### src/rtl/neuron_seq_ctrl.sv
`timescale 1ns/1ps
`default_nettype none
// ============================================================================
// Module      : neuron_seq_ctrl
// Description : Layer-evaluation sequencer for the neuron datapath. For each
//               neuron it streams input/weight pairs out of the memories,
//               accumulates the signed products, compares the sum against a
//               latched threshold and records one spike bit per neuron.
// Revision    : 1.0 - initial release
// ============================================================================
module neuron_seq_ctrl #(
  parameter int N_INPUTS  = 64,
  parameter int N_NEURONS = 8,
  parameter int DATA_W    = 8,
  parameter int ACC_W     = 22,
  parameter int RD_LAT    = 1
) (
  input  logic                                      clk,
  input  logic                                      rst,
  input  logic                                      start,
  input  logic                                      abort,
  input  logic signed [ACC_W-1:0]                   threshold,
  output logic [$clog2(N_INPUTS)-1:0]               in_rd_addr,
  output logic [$clog2(N_INPUTS*N_NEURONS)-1:0]     w_rd_addr,
  output logic                                      mem_rd_en,
  input  logic signed [DATA_W-1:0]                  in_data,
  input  logic signed [DATA_W-1:0]                  w_data,
  output logic                                      busy,
  output logic                                      done,
  output logic [N_NEURONS-1:0]                      spike_out,
  output logic                                      spike_valid,
  output logic signed [ACC_W-1:0]                   acc_out
);

  localparam int IW  = $clog2(N_INPUTS);
  localparam int NW  = (N_NEURONS > 1) ? $clog2(N_NEURONS) : 1;
  localparam int DW  = (RD_LAT > 1) ? $clog2(RD_LAT) : 1;
  localparam int WAW = $clog2(N_INPUTS * N_NEURONS);
  localparam int PW  = 2 * DATA_W;

  typedef enum logic [2:0] {
    S_IDLE    = 3'd0,
    S_ISSUE   = 3'd1,
    S_DRAIN   = 3'd2,
    S_COMPARE = 3'd3,
    S_DONE    = 3'd4
  } state_t;

  state_t                   r_state;
  state_t                   w_state_nx;
  logic [IW-1:0]            r_idx;
  logic [NW-1:0]            r_neuron;
  logic [DW-1:0]            r_drain;
  logic [RD_LAT-1:0]        r_vld;
  logic signed [ACC_W-1:0]  r_acc;
  logic signed [ACC_W-1:0]  r_thr;
  logic signed [PW-1:0]     w_prod;
  logic signed [ACC_W-1:0]  w_prod_ext;
  logic                     w_accept;
  logic                     w_last_idx;
  logic                     w_last_neuron;
  logic                     w_last_drain;

  // Full-precision signed product, sign-extended into the accumulator width
  assign w_prod     = in_data * w_data;
  assign w_prod_ext = {{(ACC_W-PW){w_prod[PW-1]}}, w_prod};

  // A start is only taken in IDLE and loses to a simultaneous abort
  assign w_accept      = (r_state == S_IDLE) && start && !abort;
  assign w_last_idx    = (r_idx == IW'(N_INPUTS - 1));
  assign w_last_neuron = (r_neuron == NW'(N_NEURONS - 1));
  assign w_last_drain  = (r_drain == DW'(RD_LAT - 1));

  // Weight memory is laid out neuron-major, so the address is neuron*N_INPUTS+idx
  assign in_rd_addr = r_idx;
  assign w_rd_addr  = WAW'(r_neuron) * WAW'(N_INPUTS) + WAW'(r_idx);

  // State register
  always_ff @(posedge clk or posedge rst) begin
    if (rst) r_state <= S_IDLE;
    else     r_state <= w_state_nx;
  end

  // Next-state decode and state-derived control outputs
  always_comb begin
    w_state_nx = r_state;
    mem_rd_en  = 1'b0;
    busy       = 1'b1;
    done       = 1'b0;
    case (r_state)
      S_IDLE: begin
        busy = 1'b0;
        if (w_accept) w_state_nx = S_ISSUE;
      end
      S_ISSUE: begin
        mem_rd_en = 1'b1;
        if (abort)           w_state_nx = S_IDLE;
        else if (w_last_idx) w_state_nx = S_DRAIN;
      end
      S_DRAIN: begin
        if (abort)             w_state_nx = S_IDLE;
        else if (w_last_drain) w_state_nx = S_COMPARE;
      end
      S_COMPARE: begin
        if (abort)              w_state_nx = S_IDLE;
        else if (w_last_neuron) w_state_nx = S_DONE;
        else                    w_state_nx = S_ISSUE;
      end
      S_DONE: begin
        // An abort landing on the completion cycle suppresses the pulse
        done       = !abort;
        w_state_nx = S_IDLE;
      end
      default: begin
        w_state_nx = S_IDLE;
      end
    endcase
  end

  // Read-valid pipeline: mirrors the memory latency so products line up with strobes
  always_ff @(posedge clk or posedge rst) begin
    if (rst) begin
      r_vld <= '0;
    end else if (abort) begin
      r_vld <= '0;
    end else begin
      r_vld[0] <= mem_rd_en;
      for (int i = 1; i < RD_LAT; i++) r_vld[i] <= r_vld[i-1];
    end
  end

  // Index, neuron and drain counters
  always_ff @(posedge clk or posedge rst) begin
    if (rst) begin
      r_idx    <= '0;
      r_neuron <= '0;
      r_drain  <= '0;
    end else begin
      if (w_accept) begin
        r_idx    <= '0;
        r_neuron <= '0;
      end else if (r_state == S_ISSUE && !abort) begin
        r_idx <= r_idx + 1'b1;
      end else if (r_state == S_COMPARE && !abort && !w_last_neuron) begin
        r_idx    <= '0;
        r_neuron <= r_neuron + 1'b1;
      end
      if (r_state == S_DRAIN && !abort) r_drain <= r_drain + 1'b1;
      else                              r_drain <= '0;
    end
  end

  // Accumulator: cleared on start, per-neuron compare and abort; wraps mod 2^ACC_W
  always_ff @(posedge clk or posedge rst) begin
    if (rst) begin
      r_acc <= '0;
    end else if (abort || w_accept || r_state == S_COMPARE) begin
      r_acc <= '0;
    end else if (r_vld[RD_LAT-1]) begin
      r_acc <= r_acc + w_prod_ext;
    end
  end

  // Threshold latch and result registers (spike bits, last sum, valid flag)
  always_ff @(posedge clk or posedge rst) begin
    if (rst) begin
      r_thr       <= '0;
      spike_out   <= '0;
      spike_valid <= 1'b0;
      acc_out     <= '0;
    end else if (w_accept) begin
      r_thr       <= threshold;
      spike_out   <= '0;
      spike_valid <= 1'b0;
    end else if (!abort) begin
      if (r_state == S_COMPARE) begin
        spike_out[r_neuron] <= (r_acc >= r_thr);
        acc_out             <= r_acc;
      end
      if (r_state == S_DONE) spike_valid <= 1'b1;
    end
  end

endmodule
`default_nettype wire

### config.mk
export PLATFORM = sky130hd
export DESIGN_NAME = neuron_seq_ctrl
export DESIGN_NICKNAME = d
export VERILOG_FILES = /design/src/rtl/neuron_seq_ctrl.sv
export SDC_FILE = /design/constraint.sdc
export NUM_CORES = 1
export LEC_CHECK = 0
export ABC_AREA = 1
export ABC_CLOCK_PERIOD_IN_PS = 4900
export CORE_MARGIN = 8
export CORE_UTILIZATION = 32
export DETAILED_ROUTE_END_ITERATION = 8
export RECOVER_POWER = 100
export REMOVE_ABC_BUFFERS = 1
export SLEW_MARGIN = 20
export SYNTH_ARGS = -nofsm -noshare
export SYNTH_HDL_FRONTEND = slang
export SYNTH_SLANG_ARGS = --single-unit
export TNS_END_PERCENT = 20
### constraint.sdc
create_clock -name clk -period 4.9 [get_ports clk]
set_clock_uncertainty 0.2 [all_clocks]
set_input_delay 0.735 -clock clk [delete_from_list [all_inputs] [get_ports clk]]
set_output_delay 0.735 -clock clk [all_outputs]
set_load 0.05 [all_outputs]
## Yosys cells after proc, flatten, opt, wreduce, memory -nomap -nowiden

Index checks and enable logic that the tools add are counted.

- Flip-flop bits (word level): 89
- Input port bits: 42
- Output and inout bits: 49

- Add/subtract/negate cells: 5
- Multipliers: 1
- Magnitude comparators: 3
- Equality and inequality tests: 11
- Multiplexer cells: 30
- Bitwise logic cells: 2
- Reductions and logical operators: 22

Operator list:

| cell | count |
|---|---|
| $mux W22 | 2 |
| $mux W3 | 10 |
| $mux W8 | 3 |
| $add A22 B16 Y22 | 1 |
| $ge A22 B22 Y1 | 1 |
| $mux W6 | 3 |
| $mul A8 B8 Y16 | 1 |
| $pmux W3 S4 | 1 |
| $add A9 B6 Y9 | 1 |
| $mux W1 | 9 |
| $bwmux W8 | 1 |
| $reduce_bool A2 Y1 | 4 |
| $logic_and A1 B1 Y1 | 7 |
| $add A6 B1 Y6 const B | 1 |
| $eq A3 B2 Y1 const B | 2 |
| $eq A3 B3 Y1 const B | 2 |
| $eq A6 B6 Y1 const B | 1 |
| $ne A3 B3 Y1 const B | 2 |
| $reduce_and A2 Y1 | 3 |
| $reduce_and A3 Y1 | 2 |
| $lt A3 B4 Y1 const B | 1 |
| $ne A2 B2 Y1 const B | 2 |
| $add A3 B1 Y3 const B | 1 |
| $demux W1 S3 | 1 |
| 9 further kinds | 12 |

## Logic depth before layout (Yosys ltp)

Gate-level depths: netlist of run 1.

- Word-level depth: 8
- Depth in mapped cells: 21

## Worst setup path before layout of run 1

OpenSTA, ideal clock, no wires.

- Path type: input -> register
- Start: input w_data[1]
- End: register r_acc[13]
- Library setup time: 129 ps
- Arrival time: 4904 ps
- Slack: -332 ps
- Stages on the path: 17
- Cell sequence: clkbuf_1 -> nand2_1 -> inv_1 -> fa_1 -> fa_1 -> fa_1 -> fa_1 -> ha_1 -> ha_1 -> a21oi_1 -> nor2_1 -> nor2_1 -> nand2_1 -> nand2_1 -> nand2_1 -> o21ai_0 -> o21ai_0

- Cells in the longest elaborated chain, start to end: 4

RTL lines:

| what | RTL line | text |
|---|---|---|
| start: declaration | 27 | `input logic signed [DATA_W-1:0] w_data,` |
| $mul A8 B8 Y16 | 65 | `assign w_prod = in_data * w_data;` |
| $add A22 B16 Y22 | 160 | `r_acc <= r_acc + w_prod_ext;` |
| $mux W22 | 159 | `end else if (r_vld[RD_LAT-1]) begin` |
| $mux W22 | 157 | `end else if (abort \|\| w_accept \|\| r_state == S_COMPARE) begin` |
| end signal: assignment | 160 |  |
| end: declaration | 55 | `logic signed [ACC_W-1:0] r_acc;` |

Every way passes these cells. The select of a mux whose other input is x is not followed.
A chain may end at the register's enable or synchronous reset.

## Worst setup path in the final report of run 1

- Start: input w_data[6]
- End: register r_acc[15]

Same word-level chain as after synthesis.

==> results.md, run 1 <==
| Result | This run | Unit |
| --- | --- | --- |
| Average footprint of a synthesized cell | 8.42 | um^2 |
| Height of the die | 177 | um |
| Number of enable flip-flop cells after synthesis | 0 | - |
| Vias in the first global route | 7104 | - |
| Top-Level Pins | 91 | - |
| Core region area | 25800 | um^2 |
| Top cell type by total area after synthesis | dfrtp_1 | - |
| Placed wire-length estimate | 17200 | um |
| Number of antenna violations at the first check in global routing | 0 | - |
| Capturing element type of the critical path | register | - |
| Post-layout nets | 1361 | - |
| Required time of the worst setup path | 4.91 | ns |
| Warnings, synthesis | 0 | - |
| Cell at the root of the clock tree | clkbuf_16 | - |
| Violated checks | max-capacitance violations | - |
| Clk Latency, worst-skew pair | 0.34 | ns |
| TritonCTS clock tree | done | - |
| End point of the most critical hold path | r_drain$_DFF_PP0_ | - |
| Cell count after synthesis | 990 | - |
| Pin count of the biggest net entering global routing | 58 | - |
| Proportion of synthesized flip-flops having asynchronous set or reset | 1.00 | - |
| Count of H-tree levels built during CTS | 3 | - |
| Growth of design area from synthesis to finish | 32.3 | % |
| Max-Slew Margin vs Limit | 0.00432 | - |
| Residual overflow from global routing | 0 | - |
| Setup WS pre-CTS | -0.990 | ns |
| Startpoint of the worst-slack reg-to-reg timing path | r_acc[6]$_DFFE_PP0P_ | - |
| Source of the worst hold timing path | r_drain$_DFF_PP0_ | - |
| Top cell types by occurrence after synthesis | nand2_1 (226), inv_1 (206), fa_1 (96), dfrtp_1 (89), ha_1 (75) | - |
| Cell Area, Synth | 8340 | um^2 |
| Detail-routed via count per cell | 4.54 | - |
| Clock-pin slew on the worst setup and hold paths | 0.07 | ns |
| Maximum fanout count along the critical path | 4 | - |
| Final wirelength | 21400 | um |
| Gpl congestion | 0.903 | - |
| DRC violations left | 0 | - |
| Hold buffer count at CTS | 0 | - |
| Max-cap violations | 1 | - |
| Minimum period implied by the final worst setup slack | 4.82 | ns |
| Top_reg_cell synth | dfrtp_1 | - |
| End of the worst register-to-register path | r_acc[13]$_DFFE_PP0P_ | - |
| Initial DRT Pass Iterations | 4 | - |
| Met1 layer usage reported by global route | 0.183 | - |
| Met3 usage in global routing | 0.0300 | - |
| Final routed wire length divided by cell count | 14.4 | um |
| Number of sinks handled by clock tree synthesis | 89 | - |
| Netlist cell types | 42 | - |
| Die Wd | 177 | um |
| Most repeated cell in the gate-level netlist after synthesis | nand2_1 | - |
| Hold violation count in the final report | 0 | - |
| Utilization after layout | 0.427 | - |
| Proportion of synthesized chip area in sequential cells | 0.267 | - |
| Number of cells on the worst hold path | 1 | - |
| Starting density of the core | 0.323 | - |
| Setup violators final | 0 | - |
| Placed cells | 1463 | - |
| Setup slack of the most critical reg-to-reg path | 0.48 | ns |
| Gr busiest metal | met2 | - |
| Result of the run | finished, violations left | - |
| Final Max Tran Viols | 0 | - |
| Slew at the pin closest to its max-slew limit | 1.49 | ns |
| Global-route wire length before repair | 35600 | um |
| Number of cells in the finished layout apart from fillers | 1488 | - |
| GRT Total Usage | 0.141 | - |
| Worst hold path class | register to register | - |
| Critical Setup Path Class | primary input to register | - |
| Detailed Route Iter0 Violations | 413 | - |
| Maximum clock rate | 0.207 | GHz |
| Kind of start point of the critical path | primary input | - |
| Final clock period utilization by the worst path | 0.984 | - |
| Number of synthesized register bits | 89 | - |
| Die Outline Area | 31500 | um^2 |
| Worst Setup Slack, final | 0.0786 | ns |
| Fraction of layout instances using a drive strength above 1 | 0.199 | - |
| Cell count of the worst reg-to-reg path | 19 | - |
| Diode count | 0 | - |
| Synth top area share | 0.267 | - |
| Routed via count | 6750 | - |
| Rows | 59 | - |
| Remaining antenna violation count | 0 | - |
| Crit path DAT | 4.83 | ns |
| Maximum number of buffers from clock root to sink | 2 | - |
| Synth top area cells | dfrtp_1 (27%), fa_1 (23%), ha_1 (11%), nand2_1 (10%), inv_1 (9.3%) | - |
| Number of buffers added by the clock tree synthesis step | 9 | - |
| Aggregate negative setup slack | 0 | ns |
| IO Port Bufs | 90 | - |
| Met2 Track Usage GR | 0.237 | - |
## how the worst max path moves through the flow
stage | startpoint | to | slack, ns | cells after the start
after floorplan | w_data[7] | r_acc[20]$_DFFE_PP0P_ | -0.27 | 18
after global routing | w_data[6] | r_acc[15]$_DFFE_PP0P_ | -0.06 | 18
after global placement | in_data[7] | r_acc[15]$_DFFE_PP0P_ | -0.95 | 17
after detailed placement | in_data[7] | r_acc[15]$_DFFE_PP0P_ | -0.99 | 18
after CTS | in_data[7] | r_acc[15]$_DFFE_PP0P_ | 0.004 | 19
final | w_data[6] | r_acc[15]$_DFFE_PP0P_ | 0.08 | 18
## cell type report
class                   instances  area, um^2
clock buffers                  11         253
clock inverters                 5        85.1
fillers                      2567       14800
inverters                     214         806
multi-input cells             654        5650
flip-flops and latches         89        2230
well taps                     335         419
repair buffers                180        1590
## sequential cells by signal (all words and copies together), names as in the netlist
register,cells
acc_out,22
r_acc,22
r_thr,22
spike_out,8
in_rd_addr,6
r_neuron,3
r_state,3
r_drain,1
r_vld,1
spike_valid,1
## through the flow
step / hold WS (ns) / cell area [um^2]
final: 0.225 / 11000
after global placement: 0.209 / 10100
after detailed placement: 0.219 / 10100
after floorplan: 0.200 / 8160
after CTS: 0.227 / 10800
after global routing: 0.254 / 11000
## worst max-delay path, cell delays in order
cell and delay, ns:
dlygate4sd2_1 0.29, nand2_1 0.10, buf_4 0.10, inv_1 0.04, fa_1 0.50, inv_1 0.05
fa_1 0.50, inv_1 0.05, fa_1 0.51, fa_1 0.51, ha_1 0.33, ha_4 0.33
nand2_2 0.12, o21ai_2 0.24, nand3b_1 0.18, a21oi_1 0.07, o21ai_0 0.07, o21ai_0 0.10
## logic make-up (layout without fill, tap and decap cells)
| group | after synthesis | after routing | share of synthesized area |
|---|---|---|---|
| AOI/OAI and AO/OA | 136 | 136 | 0.0904 |
| xor gates and xnor gates | 11 | 11 | 0.0116 |
| adders and majority gates | 171 | 171 | 0.343 |
| buffers and inverters | 247 | 410 | 0.117 |
| DFF | 89 | 89 | 0.267 |
| and+or+nand+nor | 336 | 336 | 0.170 |
## layout by cell type, fill, tap and decap left out, drive strengths merged, types with 5 or more instances in the layout
master	count
nand2	229
inv	214
fa	96
buf	90
dfrtp	89
o21ai	85
ha	75
nor2	61
dlygate4sd3	51
a21oi	31
nand3	27
clkdlybuf4s50	23
clkbuf	23
o22ai	9
xor2	6
xnor2	5
## what timing repair did
item | 4_1_cts | 5_1_grt
pin swaps | 25 | 46
setup endpoints to repair | 15 | 14
resized for setup | 84 | 81
buffers inserted | 6 | 3
## metal layers
metal / up-vias / share of wire
met4: 0 / 0.012
met2: 114 / 0.50
met3: 18 / 0.045
li1: 3340 / -
met5: - / 0
met1: 3278 / 0.45
Power of run 1 is not shown: default switching activity piles up to over one toggle a cycle in this logic, so the estimate is an artifact.
==> inputs of run 2 (changes only) <==
--- a/config.mk
+++ b/config.mk
@@ -7,8 +7,9 @@
 export LEC_CHECK = 0
 export ABC_AREA = 1
 export ABC_CLOCK_PERIOD_IN_PS = 4900
-export CORE_MARGIN = 8
+export CORE_MARGIN = 2
 export CORE_UTILIZATION = 32
+export CTS_CLUSTER_SIZE = 12
 export DETAILED_ROUTE_END_ITERATION = 8
 export RECOVER_POWER = 100
 export REMOVE_ABC_BUFFERS = 1
==> results.md, run 2 (synthesis gave the netlist of run 1 again) <==
| Result | This run | Unit | vs previous |
| --- | --- | --- | --- |
| Final Max Tran Viols | 76 | - | +76 |
| Maximum number of buffers from clock root to sink | 2 | - | unchanged |
| Vias in the first global route | 7199 | - | +1.3% |
| Aggregate negative setup slack | 0 | ns | unchanged |
| Core region area | 25800 | um^2 | unchanged |
| Final routed wire length divided by cell count | 14.1 | um | -1.9% |
| Slew at the pin closest to its max-slew limit | 2.24 | ns | +0.759 ns |
| Setup violators final | 0 | - | unchanged |
| Clk Latency, worst-skew pair | 0.35 | ns | about the same |
| IO Port Bufs | 90 | - | unchanged |
| Number of buffers added by the clock tree synthesis step | 9 | - | unchanged |
| Final clock period utilization by the worst path | 0.972 | - | -0.0116 |
| Fraction of layout instances using a drive strength above 1 | 0.214 | - | +0.0157 |
| Most common library cell in the layout ignoring fill and taps | nand2_1 | - |  |
| Maximum clock rate | 0.210 | GHz | +1.2% |
| Growth of design area from synthesis to finish | 34.0 | % |  |
| Highest-count cells in the layout ignoring fill and taps | nand2_1 (208), inv_1 (202), dfrtp_1 (89), fa_1 (88), buf_4 (79) | - |  |
| Minimum period implied by the final worst setup slack | 4.76 | ns | -0.0568 ns |
| Routed via count | 6735 | - | -0.22% |
| Most used cell, CP | fa_1 | - |  |
| Height of the die | 165 | um | -6.8% |
| Die Wd | 165 | um | -6.8% |
| Max-Slew Margin vs Limit | -0.496 | - | -0.501 |
| Final wirelength | 21100 | um | -1.7% |
| End of the worst register-to-register path | r_acc[20]$_DFFE_PP0P_ | - |  |
| Remaining antenna violation count | 0 | - | unchanged |
| Maximum fanout count along the critical path | 7 | - | +3 |
| Largest stage delay, worst path | 0.61 | ns | +0.10 ns |
| Number of cells on the worst hold path | 1 | - | unchanged |
| Total cell area at the placement stage | 10200 | um^2 | +0.15% |
| Crit path DAT | 4.84 | ns | about the same |
| TritonCTS clock tree | done | - |  |
| Cell count of the worst reg-to-reg path | 19 | - | unchanged |
| Number of sinks handled by clock tree synthesis | 89 | - | unchanged |
| Source of the worst hold timing path | r_drain$_DFF_PP0_ | - |  |
| Number of antenna violations at the first check in global routing | 0 | - | unchanged |
| Detailed Route Iter0 Violations | 342 | - | -17% |
| Violated checks | max-capacitance violations, max-slew violations | - |  |
| Cell at the root of the clock tree | clkbuf_16 | - |  |
| Required time of the worst setup path | 4.97 | ns | +0.06 ns |
| Placed cells | 1465 | - | +0.14% |
| GRT Total Usage | 0.164 | - | +0.0236 |
| Hold violation count in the final report | 0 | - | unchanged |
| Clock-pin slew on the worst setup and hold paths | 0.07 | ns | about the same |
| Cell area after layout | 11200 | um^2 | +1.3% |
| Kind of start point of the critical path | primary input | - |  |
| Starting density of the core | 0.323 | - | unchanged |
| Bufs and invs on worst path | 6 | - | +1 |
| Critical Setup Path Class | primary input to register | - |  |
| Rows | 59 | - | unchanged |
| Regs by FF count | acc_out: 22 flops, r_acc: 22 flops, r_thr: 22 flops | - |  |
| Count of H-tree levels built during CTS | 3 | - | unchanged |
| Initial DRT Pass Iterations | 4 | - | unchanged |
| Placed wire-length estimate | 16900 | um | -1.9% |
| Residual overflow from global routing | 0 | - | unchanged |
| Pin count of the biggest net entering global routing | 45 | - | -22% |
| List of cells traversed by the critical path | clkbuf_4 > nand2_1 > inv_1 > fa_1 > inv_2 > buf_4 > fa_1 > inv_1 > fa_1 > fa_1 > ha_4 > ha_4 > a21oi_1 > buf_4 > o21ai_2 > a21oi_2 > nand2_2 > nand2_1 > nand2_1 > o21ai_2 | - |  |
| Capturing element type of the critical path | register | - |  |
| Die Outline Area | 27400 | um^2 | -13% |
| Global-route wire length before repair | 35300 | um | -0.89% |
| Setup slack of the most critical reg-to-reg path | 0.49 | ns | about the same |
| End point of the most critical hold path | r_drain$_DFF_PP0_ | - |  |
| Hold buffer count at CTS | 0 | - | unchanged |
| Worst hold path class | register to register | - |  |
| Diode count | 0 | - | unchanged |
| Top-Level Pins | 91 | - | unchanged |
| Family with the most delay on the worst path | adder cells | - |  |
| Post-layout nets | 1365 | - | +0.29% |
| Max-cap violations | 2 | - | +1 |
| Slowest cell on crit path | fa_1 | - |  |
| Result of the run | finished, violations left | - |  |
| Gpl congestion | 0.890 | - | -1.4% |
| DRC violations left | 0 | - | unchanged |
| Hold Worst Slack | 0.220 | ns | -0.00527 ns |
| Startpoint of the worst-slack reg-to-reg timing path | r_acc[6]$_DFFE_PP0P_ | - |  |
| Detail-routed via count per cell | 4.51 | - | -0.49% |
| RSZ-0062 raised after global routing | true | - |  |
| Number of cells in the finished layout apart from fillers | 1492 | - | +0.27% |
## run 2: final cells by class
cell class                      count  area [um^2]
Timing Repair Buffer              184         1640
Clock buffer                        9          225
Clock inverter                      7          126
Tap cell                          335          419
Multi-Input combinational cell    654         5720
Sequential cell                    89         2230
Inverter                          214          808
Fill cell                        2558        14700
## run 2: stage by stage
| step | setup WS [ns] | util |
|---|---|---|
| 3_3_place_gp | -0.932 | 0.393 |
| 3_5_place_dp | -0.942 | 0.393 |
| 4_1_cts | 0.00445 | 0.422 |
| 5_1_grt | -0.00750 | 0.432 |
| 2_1_floorplan | -0.265 | - |
| 6_report | 0.135 | 0.432 |
## run 2: worst max-delay path by stage
stage,depth (start not counted),startpoint,to
after global routing,20,in_data[7],r_acc[20]$_DFFE_PP0P_
after floorplan,18,w_data[7],r_acc[20]$_DFFE_PP0P_
after detailed placement,18,in_data[7],r_acc[17]$_DFFE_PP0P_
final,20,in_data[7],r_acc[20]$_DFFE_PP0P_
after global placement,21,in_data[7],r_acc[20]$_DFFE_PP0P_
after CTS,18,in_data[7],r_acc[19]$_DFFE_PP0P_
## run 2: timing repair
item                                    CTS  global route
pin swaps                                39            60
endpoints found under the setup margin   15            13
buffers inserted                          3             8
gates cloned                              0             2
resized for setup                        96            95
hold endpoints to repair                  0             0
## run 2: worst register-to-register path, stage by stage (launching register included)
cell,delay [ns]
dfrtp_1,0.36
inv_1,0.12
fa_1,0.55
inv_1,0.05
fa_1,0.50
inv_1,0.05
fa_1,0.47
inv_1,0.05
fa_2,0.52
ha_1,0.23
ha_2,0.39
nand2_4,0.07
o21ai_4,0.21
nand2_1,0.10
nand2_2,0.10
nand3_2,0.07
nand2_2,0.09
nand2_1,0.06
nand2_1,0.07
o21ai_2,0.06
## run 2: routing by layer
metal	up-vias	share of wire	GRT usage	wire, um
li1	3348	-	-	-
met1	3263	0.46	0.220	9710
met2	103	0.49	0.283	10300
met3	21	0.034	0.0230	714
met4	0	0.015	0.0353	320
met5	-	0	0	0
Power of run 2 is left out for the same reason.
==> inputs of run 3 (changes only) <==
--- a/config.mk
+++ b/config.mk
@@ -8,7 +8,7 @@
 export ABC_AREA = 1
 export ABC_CLOCK_PERIOD_IN_PS = 4900
 export CORE_MARGIN = 2
-export CORE_UTILIZATION = 32
+export CORE_UTILIZATION = 35
 export CTS_CLUSTER_SIZE = 12
 export DETAILED_ROUTE_END_ITERATION = 8
 export RECOVER_POWER = 100
==> results.md, run 3 (synthesis gave the netlist of run 1 again) <==
| Result | This run | Unit | vs previous |
| --- | --- | --- | --- |
| Final wirelength | 20700 | um | -1.9% |
| Residual overflow from global routing | 0 | - | unchanged |
| Starting density of the core | 0.356 | - | +0.0336 |
| Worst hold path class | register to register | - |  |
| Maximum fanout count along the critical path | 6 | - | -1 |
| Height of the die | 158 | um | -4.3% |
| Placed wire-length estimate | 16400 | um | -2.4% |
| Maximum clock rate | 0.210 | GHz | about the same |
| Violated checks | max-capacitance violations, max-slew violations | - |  |
| Pin count of the biggest net entering global routing | 60 | - | +33% |
| Number of sinks handled by clock tree synthesis | 89 | - | unchanged |
| Regs by FF count | acc_out: 22 flops, r_acc: 22 flops, r_thr: 22 flops | - |  |
| Kind of start point of the critical path | primary input | - |  |
| Die Outline Area | 25100 | um^2 | -8.4% |
| Required time of the worst setup path | 4.92 | ns | -0.05 ns |
| TritonCTS clock tree | done | - |  |
| Number of antenna violations at the first check in global routing | 0 | - | unchanged |
| Final routed wire length divided by cell count | 14.1 | um | about the same |
| Diode count | 0 | - | unchanged |
| Top-Level Pins | 91 | - | unchanged |
| Sequential standard cell area | 2230 | um^2 | unchanged |
| Final clock period utilization by the worst path | 0.972 | - | about the same |
| Hold buffer count at CTS | 0 | - | unchanged |
| Detailed Route Iter0 Violations | 340 | - | -0.58% |
| Die Wd | 158 | um | -4.3% |
| Post-layout nets | 1353 | - | -0.88% |
| Result of the run | finished, violations left | - |  |
| Hold violation count in the final report | 0 | - | unchanged |
| Gpl congestion | 0.929 | - | +4.3% |
| Max-Slew Margin vs Limit | -0.0302 | - | +0.466 |
| Vias in the first global route | 6966 | - | -3.2% |
| Capturing element type of the critical path | register | - |  |
| Fill cell count | 2318 | - | -9.4% |
| Detail-routed via count per cell | 4.62 | - | +2.3% |
| Maximum number of buffers from clock root to sink | 2 | - | unchanged |
| Minimum period implied by the final worst setup slack | 4.76 | ns | -0.00295 ns |
| Final Max Tran Viols | 32 | - | -58% |
| Global-route wire length before repair | 34600 | um | -2.1% |
| Aggregate negative setup slack | 0 | ns | unchanged |
| Remaining antenna violation count | 0 | - | unchanged |
| Routed via count | 6758 | - | +0.34% |
| Fraction of layout instances using a drive strength above 1 | 0.201 | - | -0.0135 |
| RSZ-0062 raised after global routing | true | - |  |
| Setup violators final | 0 | - | unchanged |
| Clk Latency, worst-skew pair | 0.35 | ns | about the same |
| Rows | 56 | - | -5.1% |
| Footprint of the multi-input gates | 5680 | um^2 | -0.72% |
| IO Port Bufs | 90 | - | unchanged |
| Setup slack of the most critical reg-to-reg path | 0.50 | ns | about the same |
| GRT Total Usage | 0.176 | - | +0.0116 |
| Most common library cell in the layout ignoring fill and taps | nand2_1 | - |  |
| Slew at the pin closest to its max-slew limit | 1.54 | ns | -0.708 ns |
| Count of H-tree levels built during CTS | 3 | - | unchanged |
| Crit path DAT | 4.78 | ns | -0.06 ns |
| Cell at the root of the clock tree | clkbuf_16 | - |  |
| Clock-pin slew on the worst setup and hold paths | 0.06 | ns | about the same |
| Highest-count cells in the layout ignoring fill and taps | nand2_1 (208), inv_1 (202), fa_1 (90), dfrtp_1 (89), clkdlybuf4s50_1 (72) | - |  |
| Core region area | 23400 | um^2 | -9.4% |
| Growth of design area from synthesis to finish | 32.3 | % |  |
| Number of buffers added by the clock tree synthesis step | 9 | - | unchanged |
| Initial DRT Pass Iterations | 4 | - | unchanged |
| Critical Setup Path Class | primary input to register | - |  |
| DRC violations left | 0 | - | unchanged |
| Max-cap violations | 1 | - | -1 |
run 3: cell count changes in the layout (fill, tap and decap cells not counted), sizes merged:
cell	delta
clkdlybuf4s15	+1
buf	-6
dlygate4sd3	-49
clkbuf	-8
clkdlybuf4s50	+49
dlymetal6s2s	+1
run 3: path summary, 6_finish.rpt:
kind                                           start                      end  cells after the start
max in group asynchronous                        rst  acc_out[20]$_DFFE_PP0P_                      3
worst min register to register     r_drain$_DFF_PP0_        r_drain$_DFF_PP0_                      1
worst min-delay path               r_drain$_DFF_PP0_        r_drain$_DFF_PP0_                      1
min in group asynchronous                        rst  acc_out[10]$_DFFE_PP0P_                      2
worst max register to register  r_acc[6]$_DFFE_PP0P_     r_acc[9]$_DFFE_PP0P_                     17
worst max-delay path                      in_data[5]    r_acc[14]$_DFFE_PP0P_                     19
run 3: critical path: stages:
cell and delay (ns):
clkdlybuf4s15_1 0.17, buf_6 0.13, nand2_4 0.05, fa_1 0.49, fa_1 0.56, inv_2 0.04, fa_1 0.50, fa_1 0.53
fa_2 0.46, ha_4 0.33, nand2_4 0.06, o21ai_4 0.19, nand2_1 0.09, nand2_2 0.11, nand2_2 0.05, nand2_2 0.08
nand2_2 0.06, nand2_2 0.06, o22ai_2 0.05
run 3: area by class of cell:
class                           instances  area share
Multi-Input combinational cell        654       0.515
Sequential cell                        89       0.202
Timing Repair Buffer                  172       0.142
Inverter                              214      0.0731
Tap cell                              319      0.0362
Clock buffer                            9      0.0204
Clock inverter                          7      0.0112
run 3: through the flow:
step | worst slack [ns] | utilization | cells | hold slack, ns | cell area [um^2]
after floorplan | -0.265 | - | 957 | 0.200 | 8160
after global placement | -0.809 | 0.431 | 1439 | 0.209 | 10100
after detailed placement | -0.887 | 0.431 | 1439 | 0.215 | 10100
after CTS | 0.00127 | 0.463 | 1458 | 0.224 | 10800
after global routing | -0.0152 | 0.471 | 1464 | 0.260 | 11000
final | 0.138 | 0.471 | 1464 | 0.221 | 11000
run 3: repair_timing:
action,in CTS,in global routing
endpoints found under the setup margin,15,14
gates resized for setup,90,72
gates cloned,0,0
pin swaps,33,35
setup buffers,3,6
run 3: layer usage:
metal	global-route usage	wire [um]	part of all wire
met3	0.0272	633	0.031
met4	0.0309	178	0.0086
met1	0.237	9610	0.46
met5	0	0	0
met2	0.304	10300	0.50
Power of run 3 is left out for the same reason.
